### src/rtl/stream_codec.sv
// stream_codec: keyed-LFSR streaming encoder/decoder with valid/ready on both sides.
// Modes (sampled on the first beat of a frame): 00 bypass, 01 XOR, 10 chain-enc, 11 chain-dec.
// Ports:
//   clk, rst_n                 clock, async active-low reset
//   key_in, key_load           LFSR seed and its capture strobe (honoured only while idle)
//   key_err_clr, key_err       sticky error for rejected key loads, and its clear
//   mode                       coding mode for the next frame
//   in_data/in_last/in_valid/in_ready     upstream beat handshake
//   out_data/out_last/out_valid/out_ready downstream beat handshake (registered)
//   busy                       a frame is in progress
//   frames_done                count of completed frames (wraps)
module stream_codec #(
  parameter int unsigned DATA_W = 8,
  parameter logic [31:0] POLY   = 32'h80200003,
  parameter int unsigned CNT_W  = 16
) (
  input  logic              clk,
  input  logic              rst_n,
  input  logic [31:0]       key_in,
  input  logic              key_load,
  input  logic              key_err_clr,
  input  logic [1:0]        mode,
  input  logic [DATA_W-1:0] in_data,
  input  logic              in_last,
  input  logic              in_valid,
  output logic              in_ready,
  output logic [DATA_W-1:0] out_data,
  output logic              out_last,
  output logic              out_valid,
  input  logic              out_ready,
  output logic              busy,
  output logic              key_err,
  output logic [CNT_W-1:0]  frames_done
);

  typedef enum logic {S_IDLE, S_ACTIVE} state_t;

  state_t            r_state;
  state_t            w_state_nxt;
  logic [31:0]       r_key;
  logic [31:0]       r_lfsr;
  logic [DATA_W-1:0] r_prev;
  logic [1:0]        r_mode;

  logic              w_accept;
  logic              w_idle;
  logic              w_key_ok;
  logic              w_key_bad;
  logic [1:0]        w_mode_eff;
  logic [31:0]       w_lfsr_eff;
  logic [31:0]       w_lfsr_nxt;
  logic [DATA_W-1:0] w_prev_eff;
  logic [DATA_W-1:0] w_prev_nxt;
  logic [DATA_W-1:0] w_ks;
  logic [DATA_W-1:0] w_result;

  // Output register empty or draining this cycle -> room for a new beat.
  assign in_ready = !out_valid || out_ready;
  assign w_accept = in_valid && in_ready;
  assign w_idle   = (r_state == S_IDLE);

  // A key load is only safe when no frame is using the key, including the beat starting one now.
  assign w_key_ok  = key_load && w_idle && !w_accept;
  assign w_key_bad = key_load && !w_key_ok;

  // State register
  always_ff @(posedge clk or negedge rst_n) begin
    if (!rst_n) r_state <= S_IDLE;
    else        r_state <= w_state_nxt;
  end

  // Next state: every accepted beat either ends the frame or leaves it open.
  always_comb begin
    w_state_nxt = r_state;
    if (w_accept) w_state_nxt = in_last ? S_IDLE : S_ACTIVE;
  end

  // First beat of a frame sees the live mode, the seed and a zero chain value.
  always_comb begin
    w_mode_eff = w_idle ? mode   : r_mode;
    w_lfsr_eff = w_idle ? r_key  : r_lfsr;
    w_prev_eff = w_idle ? '0     : r_prev;
    w_ks       = w_lfsr_eff[DATA_W-1:0];
    w_result   = in_data;
    w_prev_nxt = r_prev;
    case (w_mode_eff)
      2'b00: w_result = in_data;
      2'b01: w_result = in_data ^ w_ks;
      2'b10: begin
        w_result   = in_data ^ w_ks ^ w_prev_eff;
        w_prev_nxt = w_result;
      end
      default: begin
        w_result   = in_data ^ w_ks ^ w_prev_eff;
        w_prev_nxt = in_data;
      end
    endcase
    // Galois step, taken on every accepted beat regardless of mode.
    w_lfsr_nxt = w_lfsr_eff[0] ? ((w_lfsr_eff >> 1) ^ POLY) : (w_lfsr_eff >> 1);
  end

  // Keystream, chaining and key registers
  always_ff @(posedge clk or negedge rst_n) begin
    if (!rst_n) begin
      r_key   <= 32'h1;
      r_lfsr  <= 32'h1;
      r_prev  <= '0;
      r_mode  <= 2'b00;
      key_err <= 1'b0;
    end else begin
      if (w_accept) begin
        r_lfsr <= w_lfsr_nxt;
        r_prev <= w_prev_nxt;
        r_mode <= w_mode_eff;
      end
      // A zero seed would lock the LFSR at zero.
      if (w_key_ok) r_key <= (key_in == 32'h0) ? 32'h1 : key_in;
      if (w_key_bad)        key_err <= 1'b1;
      else if (key_err_clr) key_err <= 1'b0;
    end
  end

  // Output stage, busy flag and frame counter
  always_ff @(posedge clk or negedge rst_n) begin
    if (!rst_n) begin
      out_data    <= '0;
      out_last    <= 1'b0;
      out_valid   <= 1'b0;
      busy        <= 1'b0;
      frames_done <= '0;
    end else begin
      busy <= (w_state_nxt == S_ACTIVE);
      if (w_accept) begin
        out_data  <= w_result;
        out_last  <= in_last;
        out_valid <= 1'b1;
      end else if (out_ready) begin
        out_valid <= 1'b0;
      end
      if (w_accept && in_last) frames_done <= frames_done + CNT_W'(1);
    end
  end

endmodule

### config.mk
export PLATFORM = sky130hd
export DESIGN_NAME = stream_codec
export DESIGN_NICKNAME = d
export VERILOG_FILES = /design/src/rtl/stream_codec.sv
export SDC_FILE = /design/constraint.sdc
export NUM_CORES = 1
export LEC_CHECK = 0
export CELL_PAD_IN_SITES_DETAIL_PLACEMENT = 0
export CELL_PAD_IN_SITES_GLOBAL_PLACEMENT = 1
export CORE_MARGIN = 3
export CORE_UTILIZATION = 42
export DETAILED_ROUTE_END_ITERATION = 6
export PLACE_DENSITY = 0.81
export SETUP_SLACK_MARGIN = 0.4
export SYNTH_ARGS = -nofsm -noshare
export SYNTH_HDL_FRONTEND = slang
export SYNTH_SLANG_ARGS = --single-unit
### constraint.sdc
create_clock -name clk -period 4.9 [get_ports clk]
set_input_delay 0.735 -clock clk [delete_from_list [all_inputs] [get_ports clk]]
set_output_delay 0.735 -clock clk [all_outputs]
set_load 0.02 [all_outputs]
Word level (Yosys, flattened, before mapping)
Cells that the tools add are included.
{"block": "totals", "regBits": 102, "input_bits": 49, "wordCells": 45}
{"block": "classes", "add_sub_neg": 1, "eq_ne": 2, "mux": 12, "bitwise": 5, "n_reduce_logical": 15}
{"operator": "$mux W32", "n": 3}
{"operator": "$logic_not A32 Y1", "n": 1}
{"operator": "$pmux W8 S2", "n": 2}
{"operator": "$add A16 B1 Y16 const B", "n": 1}
{"operator": "$xor A8 B8 Y8", "n": 2}
{"operator": "$mux W8", "n": 1}
{"operator": "$logic_and A1 B1 Y1", "n": 5}
{"operator": "$mux W1", "n": 5}
{"operator": "$not A3 Y4", "n": 1}
{"operator": "$reduce_bool A2 Y1", "n": 2}
{"operator": "$logic_not A1 Y1", "n": 3}
{"operator": "$eq A2 B1 Y1 const B", "n": 1}
{"operator": "$eq A2 B2 Y1 const B", "n": 1}
{"operator": "$logic_not A2 Y1", "n": 1}
{"operator": "$mux W2", "n": 1}
{"operator": "$not A1 Y1", "n": 2}
{"operator": "$reduce_and A2 Y1", "n": 1}
{"operator": "$reduce_or A2 Y1", "n": 1}
{"operator": "$logic_or A1 B1 Y1", "n": 1}

Longest topological paths before layout
{"block": "logic_depth", "ltp_word": 8, "mapped_depth": 9}

Worst setup path after synthesis
No wires, ideal clock.
{"block": "synth_timing", "path_kind": "input to register", "startpoint": "input port out_ready", "endpoint": "register r_lfsr[17]", "t_arrival_ns": 1.875, "required_ns": 4.765, "path_slack_ns": 2.890, "path_stages": 6, "path_buffers": 2, "cell_sequence": "nor2b_1 > buf_2 > clkinv_1 > nand2_2 > clkbuf_1 > o21ai_0"}
{"block": "synth_between", "elab_chain_len": 2}
{"element": "start, declared", "line": "30", "source": "input logic out_ready,"}
{"element": "$logic_or A1 B1 Y1", "line": "58", "source": "assign in_ready = !out_valid || out_ready;"}
{"element": "net in_ready", "line": "26", "source": "output logic in_ready,"}
{"element": "$logic_and A1 B1 Y1", "line": "59", "source": "assign w_accept = in_valid && in_ready;"}
{"element": "end signal, assigned", "line": "112", "source": "r_lfsr <= w_lfsr_nxt;"}
{"element": "end, declared", "line": "41", "source": "logic [31:0] r_lfsr;"}
The timed path passes the listed nets, and every way through them passes these cells.
A chain may end at the register's enable or synchronous reset.

Final worst setup path
{"block": "layout_timing", "startpoint": "input port out_ready", "endpoint": "output port in_ready"}
{"block": "layout_between", "elab_chain_len": 1}
{"element": "$logic_or A1 B1 Y1", "line": "58"}
{"element": "end, declared", "line": "26"}
Every way passes these cells.

==> metrics.md <==
| Metric | Value |
|---|---|
| Commonest non-fill, non-tap cell in the layout | dfrtp_1 |
| Crit path required time | 4160 ps |
| Logic gate share of total power | 32.1% |
| Clock Tree Buf Depth | 2 |
| Library cells used by synthesis | 60 |
| PD cells | 464 nW/µm² |
| Antenna violations before repair | 0 |
| Syn-to-layout area delta | 20.8% |
| H-tree depth | 3 |
| Worst hold path depth | 1 |
| Sequential group share of total power | 43.7% |
| Peak VDD IR | 244 µV |
| FP Rows | 41 |
| Syn_nets | 559 |
| Remaining antenna violation count | 0 |
| Worst-path clk slew | 70 ps |
| CP Max Fanout | 7 |
| Metal-1 WL | 5590 µm |
| Layout cell share with drive strength beyond 1 | 13.1% |
| Mapped Cells | 509 |
| Synth area leader | dfrtp_1 |
| Die footprint | 14400 µm² |
| Internal power | 2.02 mW |
| Port bufs | 77 |
| R2r worst-path depth | 5 |
| DR WL met3 | 534 µm |
| Clk network pwr share | 24.2% |
| Post-synth top area share | 45.8% |
| Leak | 2.81 nW |
| P_sw | 1.04 mW |
| Routed vias/inst | 5.49 |
| Fin util | 52.1% |
| Max Used Layer | met4 |
| Root Driver | clkbuf_16 |
| Main synth FF type | dfrtp_1 |
| Switch share | 34.1% |
| Fin crit share | 69.1% |
| RSZ-0062 raised after global routing | false |
| Ys async rst share | 100% |
| Post-layout minimum cycle time | 3390 ps |
| HP Class | flop to flop |
| EDFF count, synth | 0 |
| DPL Wire Length | 8690 µm |
| Overall global routing resource usage | 18.1% |
| # nets final | 618 |
| I/O Pins | 78 |
| Synth Cell Area | 5470 µm² |
| Fin. max-slew vios | 0 |
| DRT Pass-1 Iters | 4 |
| Setup Buffers After CTS | 0 |
| Drt first-iter violations | 216 |
| Commonest non-fill, non-tap cells in the layout | dfrtp_1 (99), clkdlybuf4s50_1 (76), nand2_1 (62), o21ai_0 (39), mux2_2 (37) |
| DRC viols | 0 |
| Avg WL per Cell | 16.7 µm |
| Crit Path Class | primary input to output port |
| Outcome | completed |
| Hold-fix buffers at CTS | 0 |
| Total gr overflow | 0 |
| CTS buffer count | 9 |
| Critical Path Source | out_ready |
| Die X | 120 µm |
| Worst setup EP type | output port |
| Final RePlAce weighted congestion | 0.764 |
| Worst Setup Start Kind | primary input |
| Die Height | 120 µm |
| Reg2reg end | r_prev[6] |
| Syn avg cell area | 10.7 µm² |
| Endpoints failing hold | 0 |
| Max cap viols | 0 |
| Global-route wire length before repair | 20800 µm |
| Max Freq | 295 MHz |
| Largest net degree at the start of global routing | 71 |
| Core box area | 12700 µm² |
| Resized Gates After CTS | 0 |
| Worst slew margin | 19.3% |
| Diode count | 0 |
| Via Count | 4089 |
| Latest clock arrival within the worst-skew pair | 350 ps |
| Yosys reg bits | 102 |
| CTS tree | done |
| Fillers | 1185 |
| Initial Utilization | 43.1% |
| Setup TNS | 0 ps |
| Final Skew | 8.53 ps |
| Hold Path End | frames_done[15] |
| Hold Path Origin | frames_done[15] |
| # setup viols final | 0 |
| Arr. time, crit path | 2650 ps |
| Worst slew pin tran | 1180 ps |
| Vias in the first global route | 4090 |
| Syn. warnings | 0 |
| Post-synthesis sequential area ratio | 46.7% |
| Post-Route WL | 12400 µm |
| Met2 WL post-DR | 6170 µm |
| Number of clock sinks | 102 |
| Synth area leaders | dfrtp_1 (46%), mux2_2 (7.6%), mux2i_1 (5.9%), nand2_1 (4.3%), o21ai_0 (3.6%) |
| R2R Path Start | busy |
| R2R Setup Slk | 2160 ps |
## layer usage
metal | global-route usage [%] | up-vias
li1 | - | 1978
met1 | 23.6 | 2035
met2 | 30.3 | 66
met3 | 3.91 | 10
met4 | 5.51 | 0
met5 | 0 | -
## cells by family after synthesis
logic type      after synthesis  synth area share [%]
compound gates              105                  13.2
xor+xnor                     33                  6.29
fa+ha+maj                     1                 0.229
buf+inv                      43                  4.17
flops                       102                  46.7
mux                          74                  14.8
simple gates                151                  14.5
## worst max path at each step
stage / to / slack [ps]
3_3_place_gp: r_lfsr[31] / 1530
2_1_floorplan: r_lfsr[17] / 2890
4_1_cts: in_ready / 1500
5_1_grt: in_ready / 1340
3_5_place_dp: r_lfsr[30] / 1430
6_report: in_ready / 1510
## final cells by class
class / instances / area, µm² / share of cell area [%]
inverter: 10 / 37.5 / 0.568
clock inverter: 6 / 81.3 / 1.23
clock buffer: 10 / 229 / 3.47
tap: 172 / 215 / 3.26
multi-input combinational: 364 / 2680 / 40.6
sequential: 102 / 2560 / 38.7
timing repair buffer: 81 / 798 / 12.1
## state kept, by name, indices dropped and copies added, names as in the netlist
signal,cells
r_key,32
r_prev,8
key_err,1
out_data,8
r_mode,2
busy,1
r_lfsr,32
out_valid,1
frames_done,16
out_last,1
## power by group through the flow
stage | Sequential (mW) | Clock, mW | Combinational (mW)
2_1_floorplan | 1.33 | 0 | 0.675
3_3_place_gp | 1.34 | 0 | 0.959
3_5_place_dp | 1.35 | 0 | 0.993
4_1_cts | 1.34 | 0.762 | 0.994
5_1_grt | 1.38 | 0.792 | 1.09
6_report | 1.34 | 0.741 | 0.982
## metrics by stage
step,total power [mW],hold slack [ps],setup WS [ps],cell area (µm²),instances
2_1_floorplan,2.01,439,2890,5470,509
3_3_place_gp,2.30,456,1530,6290,729
3_5_place_dp,2.34,457,1430,6290,729
4_1_cts,3.10,471,1500,6600,745
5_1_grt,3.25,490,1340,6600,745
6_report,3.06,469,1510,6600,745
## synthesized netlist by cell type (3+ instances only)
cell type,number
a211o_1,7
a21oi_1,16
a31oi_1,10
a41oi_1,5
and3_1,4
buf_2,8
buf_4,3
buf_6,6
clkbuf_1,16
dfrtp_1,100
inv_1,9
mux2_2,37
mux2i_1,32
nand2_1,62
nand2b_1,5
nand3_1,9
nand3b_1,7
nand4_1,10
nand4b_1,5
nor2_1,11
nor3_1,12
nor4_1,9
o211ai_1,5
o21ai_0,39
o32a_1,4
o41ai_2,3
or4_1,4
xnor2_1,19
xnor3_1,4
xor2_1,10
## worst max-delay path: stages
cell and delay (ps):
clkdlybuf4s50_1 400, nor2b_1 520, clkinv_1 360, clkdlybuf4s50_1 630
Note: power is estimated with default switching activity, not from simulation.
